<file path="config.mk">
export PLATFORM = sky130hd
export DESIGN_NAME = dcache_refill_controller
export DESIGN_NICKNAME = d
export VERILOG_FILES = /design/src/rtl/dcache_refill_controller.sv
export SDC_FILE = /design/constraint.sdc
export NUM_CORES = 1
export LEC_CHECK = 0
export BUFFER_PORTS_ARGS = -buffer_cell sky130_fd_sc_hd__buf_2
export CORE_MARGIN = 2
export CORE_UTILIZATION = 48
export DETAILED_ROUTE_END_ITERATION = 8
export MAX_ROUTING_LAYER = met4
export PLACE_DENSITY = 0.72
export SLEW_MARGIN = 20
export SYNTH_ARGS = -nofsm -noshare
export SYNTH_HDL_FRONTEND = slang
export SYNTH_SLANG_ARGS = --single-unit
</file>
<file path="constraint.sdc">
create_clock -name iClk -period 5.8 [get_ports iClk]
set_input_delay 0.58 -clock iClk [delete_from_list [all_inputs] [get_ports iClk]]
set_output_delay 0.58 -clock iClk [all_outputs]
set_load 0.01 [all_outputs]
</file>
<file path="src/rtl/dcache_refill_controller.sv">
// dcache_refill_controller: direct-mapped, write-through, no-write-allocate data cache
// with a single outstanding req/ack memory transaction and load hit/miss counters.
`default_nettype none

module dcache_refill_controller #(
  parameter int DATA_WIDTH = 32,
  parameter int INDEX_BITS = 4
) (
  input  logic                  iClk,
  input  logic                  iRst,
  input  logic                  iReq,
  input  logic                  iWriteEn,
  input  logic [DATA_WIDTH-1:0] iAddress,
  input  logic [DATA_WIDTH-1:0] iWriteData,
  input  logic [3:0]            iByteEn,
  input  logic                  iFlush,
  output logic                  oStall,
  output logic [DATA_WIDTH-1:0] oReadData,
  output logic                  oReadValid,
  output logic                  oMemReq,
  output logic                  oMemWe,
  output logic [DATA_WIDTH-1:0] oMemAddr,
  output logic [DATA_WIDTH-1:0] oMemWData,
  output logic [3:0]            oMemByteEn,
  input  logic                  iMemAck,
  input  logic [DATA_WIDTH-1:0] iMemRData,
  output logic [31:0]           oHitCount,
  output logic [31:0]           oMissCount
);

  localparam int LINES    = 1 << INDEX_BITS;
  localparam int TAG_BITS = DATA_WIDTH - INDEX_BITS - 2;

  localparam logic [1:0] IDLE       = 2'd0;
  localparam logic [1:0] READ_WAIT  = 2'd1;
  localparam logic [1:0] WRITE_WAIT = 2'd2;
  localparam logic [1:0] DONE       = 2'd3;

  logic [1:0]            state;
  logic [LINES-1:0]      valid;
  logic [TAG_BITS-1:0]   tags  [LINES];
  logic [DATA_WIDTH-1:0] lines [LINES];
  logic [DATA_WIDTH-1:0] ret_data;

  logic [INDEX_BITS-1:0] req_index;
  logic [TAG_BITS-1:0]   req_tag;
  logic                  hit;
  logic [INDEX_BITS-1:0] cap_index;
  logic [TAG_BITS-1:0]   cap_tag;
  logic                  cap_hit;
  logic [DATA_WIDTH-1:0] merged;

  logic idle_flush;
  logic idle_load_hit;
  logic idle_load_miss;
  logic idle_store;
  logic read_done;
  logic write_done;
  logic unused_addr_bits;

  assign unused_addr_bits = ^{iAddress[1:0], oMemAddr[1:0]};

  assign req_index = iAddress[INDEX_BITS+1:2];
  assign req_tag   = iAddress[DATA_WIDTH-1:INDEX_BITS+2];
  assign hit       = valid[req_index] && (tags[req_index] == req_tag);

  // The captured memory address doubles as the transaction's line index and tag.
  assign cap_index = oMemAddr[INDEX_BITS+1:2];
  assign cap_tag   = oMemAddr[DATA_WIDTH-1:INDEX_BITS+2];
  assign cap_hit   = valid[cap_index] && (tags[cap_index] == cap_tag);

  assign idle_flush     = (state == IDLE) && iFlush;
  assign idle_load_hit  = (state == IDLE) && !iFlush && iReq && !iWriteEn && hit;
  assign idle_load_miss = (state == IDLE) && !iFlush && iReq && !iWriteEn && !hit;
  assign idle_store     = (state == IDLE) && !iFlush && iReq && iWriteEn;
  assign read_done      = (state == READ_WAIT) && iMemAck;
  assign write_done     = (state == WRITE_WAIT) && iMemAck;

  always_comb begin
    merged = lines[cap_index];
    for (int b = 0; b < 4; b++) begin
      if (oMemByteEn[b]) begin
        merged[8*b +: 8] = oMemWData[8*b +: 8];
      end
    end
  end

  always_comb begin
    oStall     = 1'b0;
    oReadData  = '0;
    oReadValid = 1'b0;
    case (state)
      IDLE: begin
        if (iFlush) begin
          oStall = iReq;
        end else if (iReq) begin
          oStall = iWriteEn || !hit;
          if (idle_load_hit) begin
            oReadData  = lines[req_index];
            oReadValid = 1'b1;
          end
        end
      end
      READ_WAIT, WRITE_WAIT: oStall = 1'b1;
      DONE: begin
        if (!oMemWe) begin
          oReadData  = ret_data;
          oReadValid = 1'b1;
        end
      end
      default: oStall = 1'b0;
    endcase
  end

  always_ff @(posedge iClk) begin
    if (iRst) begin
      state      <= IDLE;
      valid      <= '0;
      ret_data   <= '0;
      oMemReq    <= 1'b0;
      oMemWe     <= 1'b0;
      oMemAddr   <= '0;
      oMemWData  <= '0;
      oMemByteEn <= '0;
      oHitCount  <= '0;
      oMissCount <= '0;
    end else begin
      case (state)
        IDLE: begin
          if (idle_flush) begin
            valid <= '0;
          end else if (idle_load_hit) begin
            oHitCount <= oHitCount + 32'd1;
          end else if (idle_load_miss) begin
            oMissCount <= oMissCount + 32'd1;
            oMemReq    <= 1'b1;
            oMemWe     <= 1'b0;
            oMemAddr   <= {iAddress[DATA_WIDTH-1:2], 2'b00};
            state      <= READ_WAIT;
          end else if (idle_store) begin
            oMemReq    <= 1'b1;
            oMemWe     <= 1'b1;
            oMemAddr   <= {iAddress[DATA_WIDTH-1:2], 2'b00};
            oMemWData  <= iWriteData;
            oMemByteEn <= iByteEn;
            state      <= WRITE_WAIT;
          end
        end
        READ_WAIT: begin
          if (read_done) begin
            valid[cap_index] <= 1'b1;
            ret_data         <= iMemRData;
            oMemReq          <= 1'b0;
            state            <= DONE;
          end
        end
        WRITE_WAIT: begin
          if (write_done) begin
            oMemReq <= 1'b0;
            state   <= DONE;
          end
        end
        DONE:    state <= IDLE;
        default: state <= IDLE;
      endcase
    end
  end

  // Tag and data arrays carry no reset; the valid bits alone decide whether a line is usable.
  always_ff @(posedge iClk) begin
    if (!iRst) begin
      if (read_done) begin
        tags[cap_index]  <= cap_tag;
        lines[cap_index] <= iMemRData;
      end else if (write_done && cap_hit) begin
        lines[cap_index] <= merged;
      end
    end
  end

endmodule

`default_nettype wire

</file>
==> impl_metrics.tcl, run 1 <==
set metrics [dict create \
    clkSlewWorstSetupHoldPaths_ns 0.06 \
    drt-initial-drc-count 3301 \
    firstDrtPassIters 5 \
    skew_ns 0.0308 \
    final_cells 4725 \
    vias 28900 \
    cts-hold-fix-buffers 0 \
    postCtsSetupRepairBufs 0 \
    yosysSeqAreaShare_pct 64.8 \
    synth_top_cell_by_area "edfxtp_1" \
    cts_root_buf "clkbuf_16" \
    synthFlopType "edfxtp_1" \
    synth_common_cells "edfxtp_1, mux4_2, nand2_1" \
    arrival_ns 4.73 \
    detail_route.vias_per_cell 6.13 \
    rsz0062_at_grt "false" \
    synthTopCellsByArea "edfxtp_1, mux4_2, dfxtp_1" \
    yosysUniqueCellTypes 69 \
    worstSetupPathType "primary input to output pin" \
    drive_gt1_share_pct 31.9 \
    final_cell_area_mm2 0.0559 \
    port_buffers 269 \
    place_congestion 0.846 \
    netlist_area_mm2 0.0488 \
    yosysWarnings 0 \
    clock_path_buffers 3 \
    fin_crit_ns 5.31 \
    dpl_worst_slack_ns 0.503 \
    nNetsFinal 3372 \
    fin_crit_sh_pct 91.6 \
    grt_antenna_before_repair 18 \
    finalPower_mw 18.3 \
    outcome "completed" \
    fp.dieArea_mm2 0.104 \
    finalWirelength_um 129000 \
    avgSynthCellArea_um2 16.5 \
    slew_violations 0 \
    hpwl_um 81800 \
    grt_overflow 0 \
    numCtsBuffers 113 \
    syn_inst 2952 \
    cp-start-kind "primary input" \
    hold_violations 0 \
    utilization_pct 55.7 \
    fin_tns_setup_ns 0 \
    synth_most_common_cell "edfxtp_1" \
    fillers 7723 \
    maxCapViolations 0 \
    leakagePower_nw 19.1 \
    end_kind "output pin" \
    async_reset_ff_share_pct 0 \
    first_global_vias 28400 \
    finalHoldWorstSlack_ns 0.120 \
    grt_max_degree 84 \
    num_rows 116 \
    hp-class "primary input to flop" \
    synth_top_area_share_pct 57.1 \
    ios 274 \
    ctsHtreeMaxLevel 3 \
    crit_required_ns 5.22 \
    ys_ff_latch 1114 \
    clkLatencyLatePin_ns 0.70 \
    drc 0 \
    tightestPinTransition_ns 1.10 \
    cp_max_fo 50 \
    fin_ws_ns 0.487 \
    dpl.cell_count 4500 \
    fmax_mhz 188 \
    die_h_um 323 \
    grtUsageTotal_pct 25.7 \
    tritoncts "yes" \
    cts_resized 0 \
    setup_viol 0 \
    die_x_um 323 \
    dpl-instance-area_mm2 0.0521 \
    p_per_area_mw_per_mm2 328 \
    synth_edf_count 928 \
    relSlewSlack_pct 26.1 \
    area.growth.synth_to_final_pct 14.6 \
    drtAntennaViolNets 0 \
    grt_pass1_wl_um 190000 \
    post_drt_wl_per_cell_um 27.4 \
    clock_sinks 1114 \
    peakVddDrop_mv 0.246 \
    core_mm2 0.100 \
    initial_utilization_pct 48.6 \
]
critical path, cell delays in order:
cell and delay [ns]:
buf_6 0.54, buf_12 0.40, mux4_2 0.56, mux2i_1 0.24, xor2_1 0.18, nand4_1 0.13, a221oi_2 0.61, nand4_4 0.46
buf_4 0.36, nand2b_1 0.16, a21oi_1 0.22, buf_2 0.20
sequential cells by signal (all words and copies together) (netlist names), named ones only:
signal	cells
oMemWData	32
valid	16
oMemByteEn	4
oMissCount	32
oMemReq	1
oHitCount	32
lines	512
oMemAddr	30
oMemWe	1
state	2
ret_data	32
tags	416
cell usage in the layout, fill, tap and decap left out, types with 72 or more instances in the layout:
| master | count |
|---|---|
| buf_2 | 264 |
| buf_4 | 135 |
| dfxtp_1 | 182 |
| mux4_2 | 363 |
| nand2_1 | 281 |
| nor2_1 | 72 |
| mux2i_1 | 140 |
| clkbuf_16 | 115 |
| edfxtp_1 | 928 |
| a21oi_1 | 192 |
cells by family (layout without fill, tap and decap cells):
| kind of cell | after synthesis | after routing | synth area share, % |
|---|---|---|---|
| compound gates | 331 | 331 | 4.24 |
| mux | 562 | 562 | 21.1 |
| xor+xnor | 63 | 63 | 1.13 |
| buf+inv | 231 | 633 | 2.24 |
| other cells | 1 | 15 | 0.00769 |
| flops | 1114 | 1114 | 64.8 |
| simple gates | 643 | 643 | 6.37 |
| fa+ha+maj | 7 | 7 | 0.180 |
worst paths after layout:
check	startpoint	endpoint	slack, ns	cells past startpoint
max	iAddress[3]	oReadData[21]	0.49	12
min reg2reg	ret_data[2]$_SDFFE_PP0P_	ret_data[2]$_SDFFE_PP0P_	0.45	2
min	iWriteData[22]	oMemWData[22]$_SDFFE_PP0P_	0.12	3
max reg2reg	flop	lines[13][24]$_DFFE_PP_	0.90	10
metal layers:
layer / wire, µm / global-route usage [%] / up-vias
met2: 62700 / 40.2 / 1355
met1: 50800 / 34.2 / 15000
li1: - / - / 12400
met3: 12900 / 5.82 / 198
met4: 3020 / 6.70 / 0
met5: 0 / - / -
report_power, final:
| part | internal [mW] | total (mW) | switching, mW |
|---|---|---|---|
| combinational | 0.735 | 1.87 | 1.14 |
| clock | 4.34 | 7.42 | 3.08 |
| sequential | 8.84 | 9.05 | 0.207 |
final cells by class:
| class | count | area (µm²) | area share [%] |
|---|---|---|---|
| flip-flops and latches | 1114 | 31600 | 56.5 |
| multi-input cells | 1608 | 16300 | 29.1 |
| clock buffers | 153 | 3140 | 5.61 |
| repair buffers | 407 | 2470 | 4.41 |
| well taps | 1357 | 1700 | 3.04 |
| clock inverters | 58 | 646 | 1.15 |
| inverters | 15 | 57.6 | 0.103 |
| diodes | 13 | 32.5 | 0.0582 |
No activity file was read; power rests on OpenSTA's default activity.
==> run 2, diff against run 1 <==
clock period = 5.5 ns   (was 5.8 ns; I/O delays follow)
==> impl_metrics.tcl, run 2 (same netlist as run 1, synthesis figures left out) <==
set metrics [dict create \
    outcome "completed" \
    worstSetupPathType "primary input to output pin" \
    critical_path_buf_inv_count 4 \
    drtAntennaViolNets 0 \
    final_common_cell "edfxtp_1" \
    port_buffers 269 \
    final_cell_mix "edfxtp_1, mux4_2, nand2_1, buf_2, a21oi_1" \
    cts_resized 0 \
    grt_max_degree 110 \
    top_register "lines" \
    cp_max_fo 48 \
    relSlewSlack_pct 22.3 \
    p_per_area_mw_per_mm2 345 \
    setup_viol 0 \
    crit_family "simple AND/OR/NAND/NOR gates" \
    firstDrtPassIters 5 \
    die_x_um 323 \
    grtUsageTotal_pct 25.8 \
    largest_reg_flops 512 \
    detail_route.vias_per_cell 6.15 \
    hold_violations 0 \
    slew_violations 0 \
    vias 29200 \
    grt_antenna_before_repair 15 \
    fin_crit_sh_pct 91.4 \
    top_regs "lines x512, tags x416" \
    rsz0062_at_grt "false" \
    r2r_setup_slack_ns 0.66 \
    dpl.cell_count 4514 \
    postCtsSetupRepairBufs 0 \
    skew_ns 0.0338 \
    area.growth.synth_to_final_pct 15.0 \
    tightestPinTransition_ns 1.16 \
    core_mm2 0.100 \
    final_cells 4748 \
    clkLatencyLatePin_ns 0.72 \
    post_drt_wl_per_cell_um 27.5 \
    path_cells "buf_8, and2_1, a22oi_1, and4b_1, a211o_1, a2111o_1, nor4_2, buf_4, nand4_4, buf_4, nand2b_1, a21oi_1, buf_2" \
    ios 274 \
    maxCapViolations 0 \
    fin_crit_ns 5.03 \
    fmax_mhz 199 \
    clock_sinks 1114 \
    initial_utilization_pct 48.6 \
    drc 0 \
    num_rows 116 \
    grt_overflow 0 \
    cp_common_cell "buf_4" \
    crit_required_ns 4.95 \
    multi_input_area_mm2 0.0163 \
    cp-start-kind "primary input" \
    clkSlewWorstSetupHoldPaths_ns 0.06 \
    finalWirelength_um 131000 \
    ctsHtreeMaxLevel 3 \
    nNetsFinal 3387 \
    tritoncts "yes" \
    grt_pass1_wl_um 190000 \
    numCtsBuffers 115 \
    place_congestion 0.857 \
    first_global_vias 28700 \
    end_kind "output pin" \
    clock_path_buffers 3 \
    die_h_um 323 \
    hpwl_um 84400 \
    cts-hold-fix-buffers 0 \
    finalPower_mw 19.4 \
    peakVddDrop_mv 0.309 \
    fin_tns_setup_ns 0 \
    drt-initial-drc-count 3137 \
    hp-class "primary input to flop" \
    seq_area_mm2 0.0316 \
    fp.dieArea_mm2 0.104 \
    fillers 7756 \
    arrival_ns 4.48 \
    drive_gt1_share_pct 31.9 \
    leakagePower_nw 19.1 \
    max_stage_delay_ns 0.63 \
    crit_slowest_cell "and2_1" \
    cts_root_buf "clkbuf_16" \
]
run 2: stage by stage:
stage / utilization [%] / area (µm²) / worst slack (ns) / hold slack, ns
floorplan: - / 48800 / 1.41 / 0.437
global placement: 52.0 / 52300 / 0.559 / 0.443
detailed placement: 52.0 / 52300 / 0.500 / 0.447
CTS: 55.8 / 56100 / 0.509 / 0.0429
global route: 55.9 / 56100 / 0.419 / 0.0733
finish: 55.9 / 56100 / 0.475 / 0.0812
run 2: cell type report:
| type | count | share of cell area [%] |
|---|---|---|
| diodes | 15 | 0.0669 |
| clock buffers | 156 | 5.62 |
| clock inverters | 63 | 1.16 |
| inverters | 15 | 0.103 |
| multi-input cells | 1608 | 29.0 |
| flip-flops and latches | 1114 | 56.3 |
| well taps | 1357 | 3.03 |
| repair buffers | 420 | 4.66 |
run 2: final timing paths:
path | from | endpoint | cells past startpoint
max | iAddress[2] | oReadData[21] | 13
min reg2reg | ret_data[26]$_SDFFE_PP0P_ | ret_data[26]$_SDFFE_PP0P_ | 2
min | iByteEn[3] | oMemByteEn[3]$_SDFFE_PP0P_ | 3
max reg2reg | flop | lines[5][26]$_DFFE_PP_ | 10
run 2: worst register-to-register path: stages (launching register included):
cell and delay (ns):
dfxtp_4 0.63, buf_12 0.33, mux4_2 0.57, mux4_2 0.49
xor2_1 0.18, nor4_1 0.49, nand4_1 0.28, nor4_4 0.34
buf_4 0.24, nand2_2 0.41, mux2_2 0.57
run 2: report_power, final:
| part | leakage (nW) | internal (mW) | switching (mW) |
|---|---|---|---|
| registers | 10.3 | 9.33 | 0.208 |
| clock network | 1.83 | 4.50 | 3.31 |
| logic | 7.01 | 0.800 | 1.22 |
run 2: layer usage:
layer  vias up  global-route usage, %  wire (µm)
met2      1424                   39.6      61900
met3       227                   6.57      13300
met4         0                   8.61       4060
met5         -                      -          0
met1     15100                   34.0      51400
li1      12500                      -          -
